$ cat config.mk
export PLATFORM = sky130hd
export DESIGN_NAME = stream_demux_n
export DESIGN_NICKNAME = d
export VERILOG_FILES = /design/src/rtl/cnn_demux_pkg.sv /design/src/rtl/demux_rr_ptr.sv /design/src/rtl/stream_demux_n.sv
export SDC_FILE = /design/constraint.sdc
export NUM_CORES = 1
export LEC_CHECK = 0
export ABC_CLOCK_PERIOD_IN_PS = 3950
export CAP_MARGIN = 20
export CORE_MARGIN = 3
export CORE_UTILIZATION = 44
export CTS_BUF_LIST = sky130_fd_sc_hd__clkbuf_16
export DETAILED_ROUTE_END_ITERATION = 7
export PLACE_DENSITY_LB_ADDON = 0.08
export SETUP_SLACK_MARGIN = 0.2
export SLEW_MARGIN = 5
export SYNTH_ARGS = -nofsm -noshare
export SYNTH_HDL_FRONTEND = slang
export SYNTH_SLANG_ARGS = --single-unit
$ cat constraint.sdc
create_clock -name clk -period 3.95 [get_ports clk]
set_input_delay 0.79 -clock clk [delete_from_list [all_inputs] [get_ports clk]]
set_output_delay 0.79 -clock clk [all_outputs]
set_load 0.005 [all_outputs]
$ cat src/rtl/cnn_demux_pkg.sv
// Shared constants, mode encodings and clog2 helper for the CNN stream demux.
package cnn_demux_pkg;

   localparam int DEMUX_DATA_W = 16;
   localparam int DEMUX_NUM_CH = 29;

   typedef enum logic {
      MODE_EXPLICIT = 1'b0,
      MODE_AUTO     = 1'b1
   } demux_mode_e;

   function automatic int clog2(input int value);
      int r;
      r = 0;
      while ((1 << r) < value) r++;
      return r;
   endfunction

endpackage

$ cat src/rtl/demux_rr_ptr.sv
// Round-robin channel pointer with a burst counter; advances after BURST_LEN steps.
module demux_rr_ptr
   import cnn_demux_pkg::*;
#(
   parameter int NUM_CH    = DEMUX_NUM_CH,
   parameter int BURST_LEN = 1,
   localparam int SEL_W    = clog2(NUM_CH),
   localparam int BURST_W  = clog2(BURST_LEN + 1)
) (
   input  logic             clk,
   input  logic             reset,
   input  logic             step_i,
   input  logic             clr_i,
   output logic [SEL_W-1:0] ptr_o
);

   localparam logic [SEL_W-1:0]   LAST_PTR   = SEL_W'(NUM_CH - 1);
   localparam logic [BURST_W-1:0] LAST_BURST = BURST_W'(BURST_LEN - 1);

   logic [SEL_W-1:0]   ptr_q, ptr_d;
   logic [BURST_W-1:0] cnt_q, cnt_d;

   always_comb begin
      ptr_d = ptr_q;
      cnt_d = cnt_q;
      // Clear has priority over a simultaneous step.
      if (clr_i) begin
         ptr_d = '0;
         cnt_d = '0;
      end else if (step_i) begin
         if (cnt_q == LAST_BURST) begin
            cnt_d = '0;
            ptr_d = (ptr_q == LAST_PTR) ? '0 : ptr_q + 1'b1;
         end else begin
            cnt_d = cnt_q + 1'b1;
         end
      end
   end

   always_ff @(posedge clk) begin
      if (reset) begin
         ptr_q <= '0;
         cnt_q <= '0;
      end else begin
         ptr_q <= ptr_d;
         cnt_q <= cnt_d;
      end
   end

   assign ptr_o = ptr_q;

endmodule

$ cat src/rtl/stream_demux_n.sv
// Registered 1-to-NUM_CH stream demux with explicit / round-robin routing.
// Optional broadcast to all channels when DEMUX_BCAST_EN is defined.
module stream_demux_n
   import cnn_demux_pkg::*;
#(
   parameter int DATA_W    = DEMUX_DATA_W,
   parameter int NUM_CH    = DEMUX_NUM_CH,
   parameter int BURST_LEN = 1,
   localparam int SEL_W    = clog2(NUM_CH),
   localparam int BURST_W  = clog2(BURST_LEN + 1)
) (
   input  logic              clk,
   input  logic              reset,
   input  logic [DATA_W-1:0] din,
   input  logic              din_valid,
   output logic              din_ready,
   input  logic [SEL_W-1:0]  sel,
   input  logic              auto_mode,
   input  logic              ptr_clr,
`ifdef DEMUX_BCAST_EN
   input  logic              bcast,
`endif
   output logic [DATA_W-1:0] dout_data,
   output logic [NUM_CH-1:0] dout_valid,
   input  logic [NUM_CH-1:0] dout_ready,
   output logic [SEL_W-1:0]  cur_ptr,
   output logic              err_oor
);

   localparam logic [SEL_W-1:0] LAST_SEL = SEL_W'(NUM_CH - 1);

   demux_mode_e       mode;
   logic              is_bcast;
   logic              acc;
   logic              sel_oor;
   logic              ptr_step;
   logic [SEL_W-1:0]  tgt;
   logic [NUM_CH-1:0] remain;
   logic [NUM_CH-1:0] onehot;
   logic [NUM_CH-1:0] slot_q, slot_d;
   logic [DATA_W-1:0] data_q, data_d;
   logic              err_q, err_d;

`ifdef DEMUX_BCAST_EN
   assign is_bcast = bcast;
`else
   assign is_bcast = 1'b0;
`endif

   assign mode = demux_mode_e'(auto_mode);

   // Channels still owed the held word after this cycle's transfers.
   assign remain    = slot_q & ~dout_ready;
   assign din_ready = ~reset & ~(|remain);
   assign acc       = din_valid & din_ready;

   assign sel_oor  = (mode == MODE_EXPLICIT) & ~is_bcast & (sel > LAST_SEL);
   assign ptr_step = acc & (mode == MODE_AUTO) & ~is_bcast;
   assign tgt      = (mode == MODE_AUTO) ? cur_ptr : sel;

   demux_rr_ptr #(
      .NUM_CH    (NUM_CH),
      .BURST_LEN (BURST_LEN)
   ) u_rr_ptr (
      .clk    (clk),
      .reset  (reset),
      .step_i (ptr_step),
      .clr_i  (ptr_clr),
      .ptr_o  (cur_ptr)
   );

   always_comb begin
      onehot = '0;
      for (int k = 0; k < NUM_CH; k++) begin
         onehot[k] = (tgt == SEL_W'(k));
      end
      if (is_bcast) begin
         onehot = '1;
      end
   end

   always_comb begin
      slot_d = remain;
      data_d = data_q;
      err_d  = 1'b0;
      if (acc) begin
         if (sel_oor) begin
            err_d = 1'b1;
         end else begin
            slot_d = onehot;
            data_d = din;
         end
      end
   end

   always_ff @(posedge clk) begin
      if (reset) begin
         slot_q <= '0;
         data_q <= '0;
         err_q  <= 1'b0;
      end else begin
         slot_q <= slot_d;
         data_q <= data_d;
         err_q  <= err_d;
      end
   end

   assign dout_valid = slot_q;
   assign dout_data  = data_q;
   assign err_oor    = err_q;

endmodule

==> results of run 1 <==
-- sequential cells by signal, summed over array words and instances, names as in the netlist --
signal and count:
dout_valid 29, err_oor 1, dout_data 16, u_rr_ptr.ptr_o 5
-- final timing paths --
path / startpoint / endpoint / depth (start not counted)
worst min-delay path: dout_data[11] / dout_data[11] / 2
worst max-delay path: dout_ready[27] / din_ready / 6
worst min register to register: dout_data[11] / dout_data[11] / 2
worst max register to register: dout_valid[27] / dout_valid[15] / 6
-- layout by cell type (no fill, tap or decap), drive strengths merged --
master / count
a311oi: 2
a31oi: 2
o21ai: 6
nor2: 18
nor3: 1
nand3: 5
nor2b: 1
a21oi: 6
nand4: 11
or2: 3
a21o: 1
nor4: 2
clkbuf: 5
dfxtp: 51
mux2i: 16
o2111ai: 1
nand2: 16
nand3b: 2
and3: 1
inv: 5
or3: 3
o32ai: 28
clkinv: 2
nor3b: 2
clkdlybuf4s50: 106
ha: 2
nand2b: 34
o31ai: 1
a2111oi: 1
a41oi: 1
or4: 3
o2111a: 1
buf: 3
-- power by group --
group / leakage, nW / internal [mW] / switching [mW]
combinational: 0.837 / 0.0932 / 0.0601
sequential: 0.413 / 0.524 / 0.00564
clock: 0.0726 / 0.232 / 0.181
-- cells by family (layout without fill, tap and decap cells) --
logic type	count (synthesis)	after routing	share of synthesized area, %
simple gates	102	102	25.2
flops	51	51	44.7
compound gates	50	50	17.0
buf+inv	21	121	4.93
mux	16	16	7.01
fa+ha+maj	2	2	1.10
-- per-stage QoR --
step	utilization (%)	instance area [um^2]	hold slack, ns	power, mW	setup slack (ns)
6_report	71.9	3510	0.502	1.10	0.430
2_1_floorplan	-	2280	0.488	0.607	1.38
4_1_cts	71.9	3510	0.507	1.10	0.418
5_1_grt	71.9	3510	0.534	1.13	0.331
3_3_place_gp	69.0	3370	0.473	0.692	0.417
3_5_place_dp	69.0	3370	0.491	0.694	0.420
-- cell type report --
type	instances	area, um^2	share of cell area [%]
multi-input cells	170	1150	32.8
repair buffers	109	1100	31.2
flip-flops and latches	51	1020	29.1
clock buffers	5	125	3.57
well taps	67	83.8	2.39
clock inverters	3	16.3	0.463
inverters	4	15.0	0.428
-- per-layer routing --
metal  wire, um  vias to the layer above
li1           -                     1097
met1       2750                     1041
met2       3260                       83
met3        516                        8
met4         71                        0
met5          0                        -
-- cell usage after synthesis, types with 2 or more instances --
cell	n	area [um^2]
sky130_fd_sc_hd__nor2_1	18	67.6
sky130_fd_sc_hd__a21oi_1	6	30.0
sky130_fd_sc_hd__nand2_1	16	60.1
sky130_fd_sc_hd__o32ai_1	28	245
sky130_fd_sc_hd__or4_4	2	22.5
sky130_fd_sc_hd__nor3b_1	2	15.0
sky130_fd_sc_hd__clkbuf_1	12	45.0
sky130_fd_sc_hd__inv_1	4	15.0
sky130_fd_sc_hd__dfxtp_1	51	1020
sky130_fd_sc_hd__nand2b_1	34	213
sky130_fd_sc_hd__a31oi_1	2	12.5
sky130_fd_sc_hd__o21ai_1	2	10.0
sky130_fd_sc_hd__a311oi_1	2	17.5
sky130_fd_sc_hd__ha_1	2	25.0
sky130_fd_sc_hd__or2_2	3	18.8
sky130_fd_sc_hd__or3_1	3	18.8
sky130_fd_sc_hd__buf_6	4	45.0
sky130_fd_sc_hd__o21ai_0	4	20.0
sky130_fd_sc_hd__nand4_1	11	68.8
sky130_fd_sc_hd__nand3_1	5	25.0
sky130_fd_sc_hd__mux2i_1	16	160
sky130_fd_sc_hd__nand3b_1	2	15.0
-- worst min-delay path: stages (launching register included) --
cell and delay (ns):
sky130_fd_sc_hd__dfxtp_1 0.33, sky130_fd_sc_hd__mux2i_1 0.07, sky130_fd_sc_hd__nor2_1 0.07
==> metrics.txt, run 1 <==
# TYPE chip_impl_metric gauge
chip_impl_info{name="status",value="finished, final reports clean"} 1
chip_impl_metric{name="postSynthNetCount",unit=""} 299
chip_impl_metric{name="final_cell_count_no_fill",unit=""} 409
chip_impl_metric{name="synth_enable_flop_cells",unit=""} 0
chip_impl_metric{name="finClkSkew",unit="ns"} 0.00895
chip_impl_metric{name="design.die.area",unit="um^2"} 6090
chip_impl_info{name="busiest_layer",value="met2"} 1
chip_impl_metric{name="met3_use_gr",unit="%"} 5.73
chip_impl_metric{name="num_io_pins",unit=""} 107
chip_impl_metric{name="start_util",unit="%"} 46.8
chip_impl_metric{name="fin_tns_setup",unit="ns"} 0
chip_impl_info{name="dominantRegCellSynth",value="sky130_fd_sc_hd__dfxtp_1"} 1
chip_impl_metric{name="fp.dieH",unit="um"} 78.1
chip_impl_metric{name="track_usage",unit="%"} 21.8
chip_impl_metric{name="postCtsHoldBufs",unit=""} 0
chip_impl_metric{name="dr.first_iter.drc_count",unit=""} 149
chip_impl_metric{name="routed_wire_length_per_instance",unit="um"} 16.1
chip_impl_metric{name="grt_use_met1",unit="%"} 28.3
chip_impl_metric{name="place_hpwl",unit="um"} 4840
chip_impl_metric{name="fillers",unit=""} 417
chip_impl_metric{name="timing.final.crit_share",unit="%"} 89.1
chip_impl_metric{name="floorplan.core_area",unit="um^2"} 4880
chip_impl_metric{name="total_of_warnings_raised_by_yosys",unit=""} 0
chip_impl_metric{name="cp.arrival",unit="ns"} 2.73
chip_impl_metric{name="slew_violations",unit=""} 0
chip_impl_metric{name="pre_repair_dr_iteration_count",unit=""} 4
chip_impl_metric{name="synth_seq_area_share",unit="%"} 44.7
chip_impl_metric{name="cts_htree_levels",unit=""} 2
chip_impl_metric{name="tightest_pin_transition",unit="ns"} 0.659
chip_impl_metric{name="post_cts.resized_instances",unit=""} 0
chip_impl_metric{name="ys_async_sr_fraction",unit="%"} 0
chip_impl_metric{name="fraction_of_final_layout_cells_sized_beyond_drive_strength_1",unit="%"} 4.68
chip_impl_metric{name="fin_crit",unit="ns"} 3.52
chip_impl_info{name="grt_setup_unrepaired",value="false"} 1
chip_impl_info{name="cts_tree",value="done"} 1
chip_impl_metric{name="nets",unit=""} 398
chip_impl_metric{name="gp_routability_congestion",unit=""} 0.893
chip_impl_metric{name="gr-usage-met2",unit="%"} 36.4
chip_impl_metric{name="number_of_distinct_library_cells_after_synthesis",unit=""} 35
chip_impl_info{name="cp-end-kind",value="primary output"} 1
chip_impl_metric{name="area_growth_syn_to_layout",unit="%"} 53.6
chip_impl_metric{name="port-buffer-count",unit=""} 106
chip_impl_metric{name="regToRegSetupSlack",unit="ns"} 1.47
chip_impl_metric{name="wl",unit="um"} 6600
chip_impl_metric{name="mean_syn_cell_area",unit="um^2"} 9.44
chip_impl_metric{name="drc",unit=""} 0
chip_impl_info{name="setup.worst_path.class",value="in -> out"} 1
chip_impl_info{name="worstPathCellList",value="clkdlybuf4s50_1 -> nand2b_1 -> nand4_1 -> or4_1 -> nor2_1 -> clkdlybuf4s50_1"} 1
chip_impl_metric{name="post_cts_buffers",unit=""} 0
chip_impl_metric{name="antenna_found_initial",unit=""} 0
chip_impl_metric{name="vias",unit=""} 2229
chip_impl_info{name="worstSetupStartpointType",value="primary input"} 1
chip_impl_metric{name="pwr_density_cell",unit="nW/um^2"} 312
chip_impl_metric{name="grt_start_max_net_pins",unit=""} 49
chip_impl_metric{name="antenna_violating_nets_post_route",unit=""} 0
chip_impl_metric{name="timing.slew.headroom",unit="%"} 55.8
chip_impl_metric{name="insertedDiodeCount",unit=""} 0
chip_impl_info{name="worst_hold_path_type",value="reg -> reg"} 1
chip_impl_metric{name="synth.cell_area",unit="um^2"} 2280
chip_impl_metric{name="vdd_ir_drop_max",unit="V"} 0.000290
chip_impl_metric{name="numCtsBuffers",unit=""} 5
chip_impl_metric{name="slowest_delay",unit="ns"} 0.57
chip_impl_metric{name="hold_viol",unit=""} 0
chip_impl_metric{name="globalRoute.totalOverflow",unit=""} 0
chip_impl_info{name="worst_path_max_delay_cell",value="sky130_fd_sc_hd__or4_1"} 1
chip_impl_info{name="most_common_cell_on_crit_path",value="sky130_fd_sc_hd__clkdlybuf4s50_1"} 1
chip_impl_metric{name="power_leakage",unit="nW"} 1.32
chip_impl_metric{name="first_pass_grt_wire_length",unit="um"} 10800
chip_impl_metric{name="number_of_global_route_vias_before_repair",unit=""} 2197
chip_impl_metric{name="clk-insertion-delay-late",unit="ns"} 0.28
chip_impl_metric{name="fmax",unit="GHz"} 0.284
chip_impl_metric{name="cts-root-to-sink-buffers",unit=""} 2
chip_impl_metric{name="critical_path_peak_fanout",unit=""} 3
chip_impl_info{name="worst_path_dominant_cell_family",value="simple AND/OR/NAND/NOR gates"} 1
chip_impl_metric{name="placed_cells",unit=""} 401
chip_impl_metric{name="fp.dieW",unit="um"} 78.1
chip_impl_metric{name="clkSinkCount",unit=""} 51
chip_impl_metric{name="final-setup-viol-count",unit=""} 0
chip_impl_metric{name="fp-row-count",unit=""} 25
chip_impl_metric{name="worstPathRequired",unit="ns"} 3.16
chip_impl_metric{name="timing.critical_path.buf_inv",unit=""} 2
chip_impl_metric{name="cts.clk_slew.worst_paths",unit="ns"} 0.06
chip_impl_metric{name="ys_ff_latch",unit=""} 51
chip_impl_info{name="cts_root_buf",value="sky130_fd_sc_hd__clkbuf_16"} 1
chip_impl_metric{name="detail_route.vias_per_cell",unit=""} 5.45
chip_impl_metric{name="cap_violations",unit=""} 0
chip_impl_metric{name="synthCells",unit=""} 242
Power figures use the tool's default switching activity.
==> inputs of run 2 (changes only) <==
- CORE_MARGIN: 3 -> 2
==> metrics.txt, run 2 (same netlist as run 1, synthesis figures left out) <==
# TYPE chip_impl_metric gauge
chip_impl_metric{name="cp.arrival",unit="ns"} 2.77
chip_impl_metric{name="design.die.area",unit="um^2"} 5790
chip_impl_metric{name="fp.dieH",unit="um"} 76.1
chip_impl_metric{name="fraction_of_final_layout_cells_sized_beyond_drive_strength_1",unit="%"} 4.68
chip_impl_metric{name="dr.first_iter.drc_count",unit=""} 224
chip_impl_metric{name="nets",unit=""} 398
chip_impl_metric{name="fmax",unit="GHz"} 0.281
chip_impl_metric{name="globalRoute.totalOverflow",unit=""} 0
chip_impl_info{name="worst_hold_path_type",value="reg -> reg"} 1
chip_impl_metric{name="antenna_violating_nets_post_route",unit=""} 0
chip_impl_info{name="worstPathCellList",value="clkdlybuf4s50_1 -> nand2b_1 -> nand4_1 -> or4_1 -> nor2_1 -> clkdlybuf4s50_1"} 1
chip_impl_metric{name="track_usage",unit="%"} 21.8
chip_impl_metric{name="num_io_pins",unit=""} 107
chip_impl_info{name="worst_path_max_delay_cell",value="sky130_fd_sc_hd__or4_1"} 1
chip_impl_metric{name="grt_use_met1",unit="%"} 27.8
chip_impl_metric{name="placement.cell_area",unit="um^2"} 3360
chip_impl_metric{name="post_cts_buffers",unit=""} 0
chip_impl_metric{name="placed_cells",unit=""} 404
chip_impl_info{name="cp-end-kind",value="primary output"} 1
chip_impl_metric{name="total_power",unit="mW"} 1.09
chip_impl_metric{name="number_of_global_route_vias_before_repair",unit=""} 2114
chip_impl_metric{name="place_hpwl",unit="um"} 4710
chip_impl_metric{name="clkSinkCount",unit=""} 51
chip_impl_info{name="startpoint_of_the_most_critical_hold_path",value="dout_data[2]"} 1
chip_impl_info{name="worst_path_dominant_cell_family",value="simple AND/OR/NAND/NOR gates"} 1
chip_impl_info{name="cts_tree",value="done"} 1
chip_impl_metric{name="fin_tns_setup",unit="ns"} 0
chip_impl_info{name="rr_startpoint",value="dout_valid[23]"} 1
chip_impl_info{name="setup.worst_path.class",value="in -> out"} 1
chip_impl_metric{name="hold_viol",unit=""} 0
chip_impl_metric{name="slew_violations",unit=""} 0
chip_impl_info{name="most_common_cell_on_crit_path",value="sky130_fd_sc_hd__clkdlybuf4s50_1"} 1
chip_impl_metric{name="port-buffer-count",unit=""} 106
chip_impl_metric{name="detail_route.vias_per_cell",unit=""} 5.44
chip_impl_metric{name="floorplan.core_area",unit="um^2"} 5070
chip_impl_metric{name="regToRegSetupSlack",unit="ns"} 1.44
chip_impl_metric{name="wl",unit="um"} 6370
chip_impl_metric{name="vias",unit=""} 2243
chip_impl_info{name="mostFrequentLayoutCell",value="sky130_fd_sc_hd__clkdlybuf4s50_1"} 1
chip_impl_metric{name="area_growth_syn_to_layout",unit="%"} 53.2
chip_impl_info{name="grt_setup_unrepaired",value="false"} 1
chip_impl_info{name="layout_common_cells",value="sky130_fd_sc_hd__clkdlybuf4s50_1 (106), sky130_fd_sc_hd__dfxtp_1 (51), sky130_fd_sc_hd__nand2b_1 (34), sky130_fd_sc_hd__o32ai_1 (28), sky130_fd_sc_hd__nor2_1 (18)"} 1
chip_impl_metric{name="hold-worst-slack",unit="ns"} 0.492
chip_impl_metric{name="power_leakage",unit="nW"} 1.31
chip_impl_metric{name="timing.slew.headroom",unit="%"} 53.3
chip_impl_metric{name="finClkSkew",unit="ns"} 0.00741
chip_impl_metric{name="critical_path_peak_fanout",unit=""} 3
chip_impl_metric{name="post_cts.resized_instances",unit=""} 0
chip_impl_metric{name="start_util",unit="%"} 45.0
chip_impl_metric{name="drc",unit=""} 0
chip_impl_metric{name="postCtsHoldBufs",unit=""} 0
chip_impl_metric{name="fin_crit",unit="ns"} 3.56
chip_impl_metric{name="antenna_found_initial",unit=""} 0
chip_impl_info{name="worstSetupStartpointType",value="primary input"} 1
chip_impl_metric{name="slowest_delay",unit="ns"} 0.59
chip_impl_metric{name="met3_use_gr",unit="%"} 6.04
chip_impl_metric{name="timing.critical_path.buf_inv",unit=""} 2
chip_impl_info{name="busiest_layer",value="met2"} 1
chip_impl_metric{name="cts_htree_levels",unit=""} 2
chip_impl_metric{name="first_pass_grt_wire_length",unit="um"} 10400
chip_impl_metric{name="clk-insertion-delay-late",unit="ns"} 0.28
chip_impl_metric{name="gr-usage-met2",unit="%"} 35.7
chip_impl_metric{name="cap_violations",unit=""} 0
chip_impl_info{name="cp-startpoint",value="dout_ready[23]"} 1
chip_impl_info{name="cts_root_buf",value="sky130_fd_sc_hd__clkbuf_16"} 1
chip_impl_metric{name="final-setup-viol-count",unit=""} 0
chip_impl_metric{name="pre_repair_dr_iteration_count",unit=""} 4
chip_impl_metric{name="insertedDiodeCount",unit=""} 0
chip_impl_metric{name="cts-root-to-sink-buffers",unit=""} 2
chip_impl_metric{name="grt_start_max_net_pins",unit=""} 49
chip_impl_info{name="status",value="finished, final reports clean"} 1
chip_impl_metric{name="largest_register_ff_count",unit=""} 29
chip_impl_metric{name="timing.final.crit_share",unit="%"} 90.2
chip_impl_metric{name="fp-row-count",unit=""} 26
chip_impl_metric{name="worstPathRequired",unit="ns"} 3.16
chip_impl_metric{name="cts.clk_slew.worst_paths",unit="ns"} 0.06
chip_impl_metric{name="final_cell_count_no_fill",unit=""} 412
chip_impl_metric{name="tightest_pin_transition",unit="ns"} 0.696
chip_impl_metric{name="numCtsBuffers",unit=""} 5
chip_impl_metric{name="gp_routability_congestion",unit=""} 0.885
chip_impl_metric{name="pwr_density_cell",unit="nW/um^2"} 311
chip_impl_metric{name="routed_wire_length_per_instance",unit="um"} 15.5
chip_impl_metric{name="stdcell_area",unit="um^2"} 3500
chip_impl_metric{name="fp.dieW",unit="um"} 76.1
chip_impl_metric{name="vdd_ir_drop_max",unit="V"} 0.000216
==> run 2: cell count changes in the layout (fill, tap and decap cells not counted), sizes merged <==
cell      change
clkinvlp      +1
inv           -1
==> run 2: power by group <==
part	total [mW]	internal (mW)	switching, mW
combinational	0.151	0.0916	0.0593
sequential	0.530	0.525	0.00534
clock	0.407	0.230	0.176
total	1.09	0.846	0.241
==> run 2: final cells by class <==
cell class | count | area [um^2]
clock buffer | 5 | 125
clock inverter | 3 | 15.0
fill | 442 | 1580
inverter | 4 | 15.0
multi-input combinational | 170 | 1150
sequential | 51 | 1020
tap | 70 | 87.6
timing repair buffer | 109 | 1080
==> run 2: final timing paths <==
path / endpoint / cells after the start
min: dout_data[2] / 2
max reg2reg: dout_valid[24] / 6
max: din_ready / 6
min reg2reg: dout_data[2] / 2
==> run 2: per-layer routing <==
| layer | wire length [um] | vias to the layer above |
|---|---|---|
| met3 | 554 | 4 |
| met5 | 0 | - |
| met2 | 3110 | 103 |
| met4 | 50 | 0 |
| met1 | 2660 | 1040 |
| li1 | - | 1096 |
==> run 2: tightest hold or removal path, stage by stage, from the launching register on <==
cell	delay [ns]
sky130_fd_sc_hd__dfxtp_1	0.32
sky130_fd_sc_hd__mux2i_1	0.06
sky130_fd_sc_hd__nor2_1	0.07
==> run 2: per-stage QoR <==
stage	utilization, %	worst slack (ns)
after floorplan	-	1.38
after global placement	66.2	0.428
after detailed placement	66.2	0.384
after CTS	69.0	0.387
after global routing	69.0	0.286
final	69.0	0.386
==> inputs of run 3 (changes only) <==
- PLACE_DENSITY: unset -> 0.83
- PLACE_DENSITY_LB_ADDON: 0.08 -> unset
==> metrics.txt, run 3 (same netlist as run 1, synthesis figures left out) <==
# TYPE chip_impl_metric gauge
chip_impl_metric{name="num_io_pins",unit=""} 107
chip_impl_metric{name="cts.clk_slew.worst_paths",unit="ns"} 0.06
chip_impl_metric{name="final_cell_count_no_fill",unit=""} 410
chip_impl_metric{name="start_util",unit="%"} 45.0
chip_impl_metric{name="worstPathRequired",unit="ns"} 3.16
chip_impl_metric{name="seqPwrFrac",unit="%"} 48.7
chip_impl_metric{name="pwr_density_cell",unit="nW/um^2"} 310
chip_impl_info{name="worst_hold_path_type",value="reg -> reg"} 1
chip_impl_info{name="mostFrequentLayoutCell",value="sky130_fd_sc_hd__clkdlybuf4s50_1"} 1
chip_impl_metric{name="fillers",unit=""} 449
chip_impl_metric{name="fraction_of_final_layout_cells_sized_beyond_drive_strength_1",unit="%"} 4.71
chip_impl_metric{name="floorplan.core_area",unit="um^2"} 5070
chip_impl_metric{name="placement.cell_area",unit="um^2"} 3370
chip_impl_metric{name="tightest_pin_transition",unit="ns"} 0.701
chip_impl_metric{name="nets",unit=""} 398
chip_impl_metric{name="vdd_ir_drop_max",unit="V"} 0.000240
chip_impl_info{name="rr_startpoint",value="dout_valid[23]"} 1
chip_impl_metric{name="antenna_found_initial",unit=""} 0
chip_impl_metric{name="cts_htree_levels",unit=""} 2
chip_impl_info{name="cp-endpoint",value="din_ready"} 1
chip_impl_metric{name="cap_violations",unit=""} 0
chip_impl_metric{name="finClkSkew",unit="ns"} 0.00291
chip_impl_metric{name="design.die.area",unit="um^2"} 5790
chip_impl_metric{name="area_growth_syn_to_layout",unit="%"} 53.4
chip_impl_metric{name="insertedDiodeCount",unit=""} 0
chip_impl_info{name="startpoint_of_the_most_critical_hold_path",value="dout_data[0]"} 1
chip_impl_metric{name="regToRegSetupSlack",unit="ns"} 1.43
chip_impl_metric{name="cts-root-to-sink-buffers",unit=""} 2
chip_impl_metric{name="port-buffer-count",unit=""} 106
chip_impl_metric{name="postCtsHoldBufs",unit=""} 0
chip_impl_metric{name="placed_cells",unit=""} 404
chip_impl_metric{name="first_pass_grt_wire_length",unit="um"} 10800
chip_impl_metric{name="drc",unit=""} 0
chip_impl_info{name="cts_root_buf",value="sky130_fd_sc_hd__clkbuf_16"} 1
chip_impl_metric{name="numCtsBuffers",unit=""} 5
chip_impl_metric{name="timing.final.crit_share",unit="%"} 92.9
chip_impl_info{name="cp-startpoint",value="dout_ready[0]"} 1
chip_impl_metric{name="post_cts.resized_instances",unit=""} 0
chip_impl_info{name="cp-end-kind",value="primary output"} 1
chip_impl_info{name="grt_setup_unrepaired",value="false"} 1
chip_impl_metric{name="antenna_violating_nets_post_route",unit=""} 0
chip_impl_metric{name="timing.slew.headroom",unit="%"} 53.0
chip_impl_metric{name="fmax",unit="GHz"} 0.273
chip_impl_metric{name="clk-insertion-delay-late",unit="ns"} 0.28
chip_impl_metric{name="power.switching_fraction",unit="%"} 22.3
chip_impl_metric{name="routed_wire_length_per_instance",unit="um"} 16.4
chip_impl_info{name="r2r_end",value="dout_valid[8]"} 1
chip_impl_info{name="status",value="finished, final reports clean"} 1
chip_impl_info{name="worstSetupStartpointType",value="primary input"} 1
chip_impl_metric{name="detail_route.vias_per_cell",unit=""} 5.59
chip_impl_info{name="cts_tree",value="done"} 1
chip_impl_metric{name="place_hpwl",unit="um"} 5030
chip_impl_metric{name="globalRoute.totalOverflow",unit=""} 0
chip_impl_metric{name="fp.dieH",unit="um"} 76.1
chip_impl_metric{name="gp_routability_congestion",unit=""} 0.878
chip_impl_metric{name="internal-power",unit="uW"} 845
chip_impl_metric{name="clkSinkCount",unit=""} 51
chip_impl_metric{name="final-setup-viol-count",unit=""} 0
chip_impl_info{name="layout_common_cells",value="sky130_fd_sc_hd__clkdlybuf4s50_1 (106), sky130_fd_sc_hd__dfxtp_1 (51), sky130_fd_sc_hd__nand2b_1 (34), sky130_fd_sc_hd__o32ai_1 (28), sky130_fd_sc_hd__nor2_1 (18)"} 1
chip_impl_metric{name="critical_path_peak_fanout",unit=""} 3
chip_impl_metric{name="worst-r2r-cell-count",unit=""} 6
chip_impl_metric{name="hold_viol",unit=""} 0
chip_impl_metric{name="wl",unit="um"} 6740
chip_impl_metric{name="p_switching",unit="uW"} 243
chip_impl_metric{name="fin_crit",unit="ns"} 3.67
chip_impl_metric{name="stdcell_area",unit="um^2"} 3500
chip_impl_metric{name="fp-row-count",unit=""} 26
chip_impl_metric{name="largest_register_ff_count",unit=""} 29
chip_impl_metric{name="track_usage",unit="%"} 23.0
chip_impl_metric{name="power_leakage",unit="nW"} 1.31
chip_impl_metric{name="number_of_global_route_vias_before_repair",unit=""} 2241
chip_impl_metric{name="fp.dieW",unit="um"} 76.1
chip_impl_metric{name="fin_tns_setup",unit="ns"} 0
chip_impl_info{name="setup.worst_path.class",value="in -> out"} 1
chip_impl_metric{name="slew_violations",unit=""} 0
chip_impl_metric{name="pre_repair_dr_iteration_count",unit=""} 5
chip_impl_metric{name="cp.arrival",unit="ns"} 2.88
chip_impl_metric{name="post_cts_buffers",unit=""} 0
chip_impl_metric{name="dr.first_iter.drc_count",unit=""} 104
chip_impl_metric{name="power.clock.fraction",unit="%"} 37.1
chip_impl_metric{name="power.combinational.fraction",unit="%"} 14.2
chip_impl_metric{name="vias",unit=""} 2293
chip_impl_metric{name="grt_start_max_net_pins",unit=""} 49
run 3: cell types whose count changed in the layout (fill, tap and decap cells not counted), sizes merged:
cell and change:
clkinv -2
run 3: metal layers:
metal	part of all wire [%]	track usage [%]
met4	1.3	6.73
met2	51	40.4
met5	0	0
met3	5.5	4.50
met1	42	28.8
run 3: critical path: stages:
cell	delay, ns
sky130_fd_sc_hd__clkdlybuf4s50_1	0.47
sky130_fd_sc_hd__nand2b_1	0.16
sky130_fd_sc_hd__nand4_1	0.14
sky130_fd_sc_hd__or4_4	0.55
sky130_fd_sc_hd__nor2_1	0.22
sky130_fd_sc_hd__clkdlybuf4s50_1	0.55
run 3: final cells by class:
type	instances	area (um^2)	area share (%)
Tap cell	70	87.6	2.50
Clock inverter	1	7.51	0.214
Sequential cell	51	1020	29.1
Timing Repair Buffer	109	1100	31.3
Clock buffer	5	125	3.57
Multi-Input combinational cell	170	1150	32.9
Inverter	4	15.0	0.428
run 3: worst min-delay path by stage:
stage | endpoint | depth (start not counted)
after floorplan | dout_data[0] | 2
after global placement | dout_data[0] | 2
after detailed placement | dout_data[0] | 2
after CTS | dout_data[0] | 2
after global routing | dout_data[10] | 2
final | dout_data[0] | 2
run 3: power by group through the flow:
stage	registers (mW)	logic (mW)	clock network, mW
after floorplan	0.542	0.0648	0
after global placement	0.541	0.150	0
after detailed placement	0.542	0.153	0
after CTS	0.530	0.154	0.409
after global routing	0.532	0.166	0.430
final	0.530	0.155	0.403
run 3: metrics by stage:
stage / power [mW] / util [%] / hold slack (ns) / worst slack, ns
global placement: 0.692 / 66.4 / 0.475 / 0.386
global route: 1.13 / 69.1 / 0.528 / 0.244
detailed placement: 0.694 / 66.4 / 0.481 / 0.345
CTS: 1.09 / 69.1 / 0.497 / 0.332
floorplan: 0.607 / - / 0.488 / 1.38
finish: 1.09 / 69.1 / 0.490 / 0.281
==> RTL edit 1: new RTL, flow settings as in run 1 <==
The output `err_oor` loses its register stage (`err_q` becomes a continuous assignment).
--- a/src/rtl/stream_demux_n.sv
+++ b/src/rtl/stream_demux_n.sv
@@ -98,11 +98,11 @@
          slot_q <= '0;
          data_q <= '0;
-         err_q  <= 1'b0;
       end else begin
          slot_q <= slot_d;
          data_q <= data_d;
-         err_q  <= err_d;
       end
    end
+
+   assign err_q = err_d;
 
    assign dout_valid = slot_q;
Function: changed (a bounded check fails within 4 cycles, from zero or initial values and one cycle with reset high).
==> RTL edit 1 against run 1 <==
Routed wire length grew 3.8%. Worst setup slack lost 0.090 ns. Total power grew 5.9%. Register-to-register slack gained 0.16 ns. Synthesized area grew 8.1%. Sequential cell count shrank 1. First-iteration DRC count grew 15%. Highest routed layer unchanged. Final area grew 5.3%. Largest power group unchanged.
==> RTL edit 1: results (changes against run 1) <==
{| class="wikitable"
! Metric !! Value
|-
| Result of the run || complete, no violations (unchanged)
|-
| Vias/cell || 5.394 (was 5.450)
|-
| Fraction of final layout cells with drive strength greater than 1 || 7.799% (was 4.678%)
|-
| Vias || 2314 (was 2229)
|-
| Number of distinct standard cells referenced by the synthesized netlist || 40 (was 35)
|-
| Routability congestion estimate || 0.8482 (was 0.8934)
|-
| Placed cell areas || 0.003522 mm² (was 0.003368 mm²)
|-
| Critical register-to-register path startpoint || dout_valid[0]$_SDFF_PP0_ (was dout_valid[27]$_SDFF_PP0_)
|-
| Global routing met1 resource utilization || 29.09% (was 28.33%)
|-
| Destination of the worst register-to-register timing path || dout_data[10]$_SDFFE_PP0P_ (was dout_valid[15]$_SDFF_PP0_)
|-
| Global-route wire length before repair || 10.98 mm (was 10.78 mm)
|-
| Fraction of power consumed by combinational cells || 13.7% (was 14.0%)
|-
| Global-route track usage on met2 || 34.40% (was 36.39%)
|-
| Net count after synthesis || 318 (was 299)
|-
| Met2 routed WL || 3.197 mm (was 3.256 mm)
|-
| Max incr delay on CP || 0.54 ns (was 0.57 ns)
|-
| Max transition margin || 61.74% (was 55.80%)
|-
| Met3 Routed Length || 539 µm (was 516 µm)
|-
| Arrival @ worst endpoint || 2.82 ns (was 2.73 ns)
|-
| Critical path fanouts, max || 2 (was 3)
|-
| Final-layout fill cell count || 453 (was 417)
|-
| Synth cell count leaders || sky130_fd_sc_hd__nand2b_1, sky130_fd_sc_hd__dfxtp_1, sky130_fd_sc_hd__o32ai_1 (was sky130_fd_sc_hd__dfxtp_1, sky130_fd_sc_hd__nand2b_1, sky130_fd_sc_hd__o32ai_1)
|-
| Synthesized area divided by synthesized cell count || 9.463 µm² (was 9.441 µm²)
|-
| Routed metal-1 wire length || 3.039 mm (was 2.754 mm)
|-
| Internal Pwr Total || 0.0009060 W (was 0.0008492 W)
|-
| Maximum number of pins on one net before global-route repair || 68 (was 49)
|-
| Most numerous cell in the Yosys netlist || sky130_fd_sc_hd__nand2b_1 (was sky130_fd_sc_hd__dfxtp_1)
|-
| Met3 routing resource usage after global routing || 4.656% (was 5.734%)
|-
| Largest voltage drop on the vdd net || 0.2223 mV (was 0.2896 mV)
|-
| Library cell contributing the largest single delay on the critical path || sky130_fd_sc_hd__or4_4 (was sky130_fd_sc_hd__or4_1)
|-
| Total leakage power || 1.259 nW (was 1.322 nW)
|-
| Switching share of power || 21.89% (was 22.51%)
|-
| Share of synthesized area occupied by flip-flops and latches || 40.53% (was 44.69%)
|-
| Worst slack at placement || 0.2259 ns (was 0.4196 ns)
|}
[RTL edit 1: changes by cell type in the layout (fill, tap and decap cells not counted), sizes merged, moves of 3 or more]
cell and change:
and4 +4, nor2 -12, o31ai +4, nand4 -6, or4 +3, or2b +7
inv +3, nand2b +22
[RTL edit 1: cells by family after synthesis]
| group | count (synthesis) | share of synthesized area [%] |
|---|---|---|
| AND/OR/NAND/NOR | 118 | 30.70 |
| AO/OA/AOI/OAI | 50 | 15.76 |
| flip-flops | 50 | 40.53 |
| buffers and inverters | 25 | 5.521 |
| multiplexers | 16 | 6.484 |
| adder cells (fa/ha/maj) | 2 | 1.013 |
[RTL edit 1: final cells by class]
type,count,area [µm²],area share [%]
repair buffers,109,1081,29.26
inverters,6,22.52,0.6096
well taps,70,87.58,2.370
clock inverters,3,37.54,1.016
clock buffers,5,125.1,3.386
flip-flops and latches,50,1001,27.09
multi-input cells,186,1340,36.27
==> RTL edit 2: new RTL, settings of run 1 <==
Made on the original files. Change the package constant `DEMUX_NUM_CH` from 29 to 58.
--- a/src/rtl/cnn_demux_pkg.sv
+++ b/src/rtl/cnn_demux_pkg.sv
@@ -3,5 +3,5 @@
 
    localparam int DEMUX_DATA_W = 16;
-   localparam int DEMUX_NUM_CH = 29;
+   localparam int DEMUX_NUM_CH = 58;
 
    typedef enum logic {
Interface: changed (resized cur_ptr, dout_ready, dout_valid and sel); port bits go from 107 to 167. The function was not compared with the original's and may differ.
==> RTL edit 2 against run 1 <==
Total power is 76% higher. Critical path depth unchanged. Combinational power is 48% higher. Cell count up 60%. Final area grew 63%. Via count rose by 67%. Non-clock buffer count grew 61. Utilization is 2.5 points lower. Routed wire length rose by 86%. Worst setup slack lost 0.030 ns. Synthesized area rose by 65%. Highest routed layer unchanged. Sequential cell count up 30.
==> RTL edit 2: results (changes against run 1) <==
{| class="wikitable"
! Metric !! Value
|-
| PostCTS Resize Cnt || 1 (was 0)
|-
| Internal Pwr Total || 0.001509 W (was 0.0008492 W)
|-
| Fraction of power consumed by combinational cells || 11.7% (was 14.0%)
|-
| Library cell contributing the largest single delay on the critical path || sky130_fd_sc_hd__or4_4 (was sky130_fd_sc_hd__or4_1)
|-
| Cell Count, Final, Fillers Out || 654 (was 409)
|-
| Global-route wire length before repair || 19.48 mm (was 10.78 mm)
|-
| Number of distinct standard cells referenced by the synthesized netlist || 40 (was 35)
|-
| Post-Place Cells || 639 (was 401)
|-
| Net count, final || 632 (was 398)
|-
| Total leakage power || 1.934 nW (was 1.322 nW)
|-
| TritonRoute pass-1 iters || 5 (was 4)
|-
| Result of the run || complete, no violations (unchanged)
|-
| Maximum number of pins on one net before global-route repair || 97 (was 49)
|-
| Post-route design area || 0.005734 mm² (was 0.003510 mm²)
|-
| Ranking of synthesized cells by area || sky130_fd_sc_hd__dfxtp_1, sky130_fd_sc_hd__nand2b_1, sky130_fd_sc_hd__o32ai_1 (was sky130_fd_sc_hd__dfxtp_1, sky130_fd_sc_hd__o32ai_1, sky130_fd_sc_hd__nand2b_1)
|-
| Clock power frac || 44.9% (was 37.6%)
|-
| Post-detailed-routing wire length || 12.26 mm (was 6.598 mm)
|-
| Number of buffers inserted by port buffering || 166 (was 106)
|-
| Number of non-clock inverters || 3 (was 4)
|-
| Largest voltage drop on the vdd net || 0.2520 mV (was 0.2896 mV)
|-
| Max transition margin || 43.38% (was 55.80%)
|-
| Routability congestion estimate || 0.8420 (was 0.8934)
|-
| Final-layout fill cell count || 660 (was 417)
|-
| Placeable core region || 0.008258 mm² (was 0.004880 mm²)
|-
| Max reg flops || 58 (was 29)
|-
| Arrival @ worst endpoint || 2.76 ns (was 2.73 ns)
|-
| Multi-input combinational area share || 34.21% (was 32.83%)
|-
| Vias || 3730 (was 2229)
|-
| Reg area || 0.001622 mm² (was 0.001021 mm²)
|-
| Multi-input combinational cell count || 280 (was 170)
|-
| Synthesized-area fraction occupied by adder cells || 0.6640% (was 1.095%)
|-
| Depth of the CTS H-tree || 3 (was 2)
|-
| Synthesized area divided by synthesized cell count || 9.565 µm² (was 9.441 µm²)
|-
| Overall fraction of global-route tracks in use || 24.97% (was 21.83%)
|-
| Net count after synthesis || 481 (was 299)
|-
| Fraction of final layout cells with drive strength greater than 1 || 5.647% (was 4.678%)
|-
| Initial DRC count || 229 (was 149)
|-
| Total CTS buffers || 9 (was 5)
|-
| Critical path fanouts, max || 2 (was 3)
|-
| Count of sequential standard cells || 81 (was 51)
|-
| Worst Reg2Reg Path Length in Cells || 8 (was 6)
|}
[RTL edit 2: cell types whose count changed after synthesis, sizes merged, moves of 6 or more]
| cell | change |
|---|---|
| nand2b | +60 |
| dfxtp | +30 |
| o32ai | +27 |
| nand2 | +10 |
| clkbuf | +9 |
| nor2 | -6 |
[RTL edit 2: metrics by stage]
stage,setup slack (ns),total power (W)
6_report,0.3999,0.001923
3_5_place_dp,0.09478,0.001076
4_1_cts,0.3648,0.001933
3_3_place_gp,0.1264,0.001072
2_1_floorplan,1.223,0.0009528
5_1_grt,0.3112,0.001988
[RTL edit 2: worst paths after layout]
kind | to | slack [ns] | start
max | din_ready | 0.40 | dout_ready[4]
min | dout_data[0]$_SDFFE_PP0P_ | 0.47 | dout_data[0]$_SDFFE_PP0P_
max reg2reg | dout_valid[43]$_SDFF_PP0_ | 1.29 | dout_valid[18]$_SDFF_PP0_
min reg2reg | dout_data[0]$_SDFFE_PP0P_ | 0.47 | dout_data[0]$_SDFFE_PP0P_
[RTL edit 2: worst reg2reg max path, stage by stage, from the launching register on]
cell and delay (ns):
sky130_fd_sc_hd__dfxtp_1 0.32, sky130_fd_sc_hd__nand2b_1 0.13, sky130_fd_sc_hd__nand4_1 0.11, sky130_fd_sc_hd__or4_4 0.58, sky130_fd_sc_hd__nor4_4 0.39, sky130_fd_sc_hd__buf_4 0.20, sky130_fd_sc_hd__nand3_4 0.26, sky130_fd_sc_hd__buf_12 0.28
sky130_fd_sc_hd__o32ai_1 0.30
[RTL edit 2: layer usage]
metal | GRT usage [%] | part of all wire (%) | vias to the layer above
met1 | 31.40 | 41 | 1758
met3 | 6.086 | 8.3 | 32
met2 | 40.87 | 47 | 182
met5 | 0 | 0 | -
li1 | - | - | 1758
met4 | 10.71 | 2.9 | 0
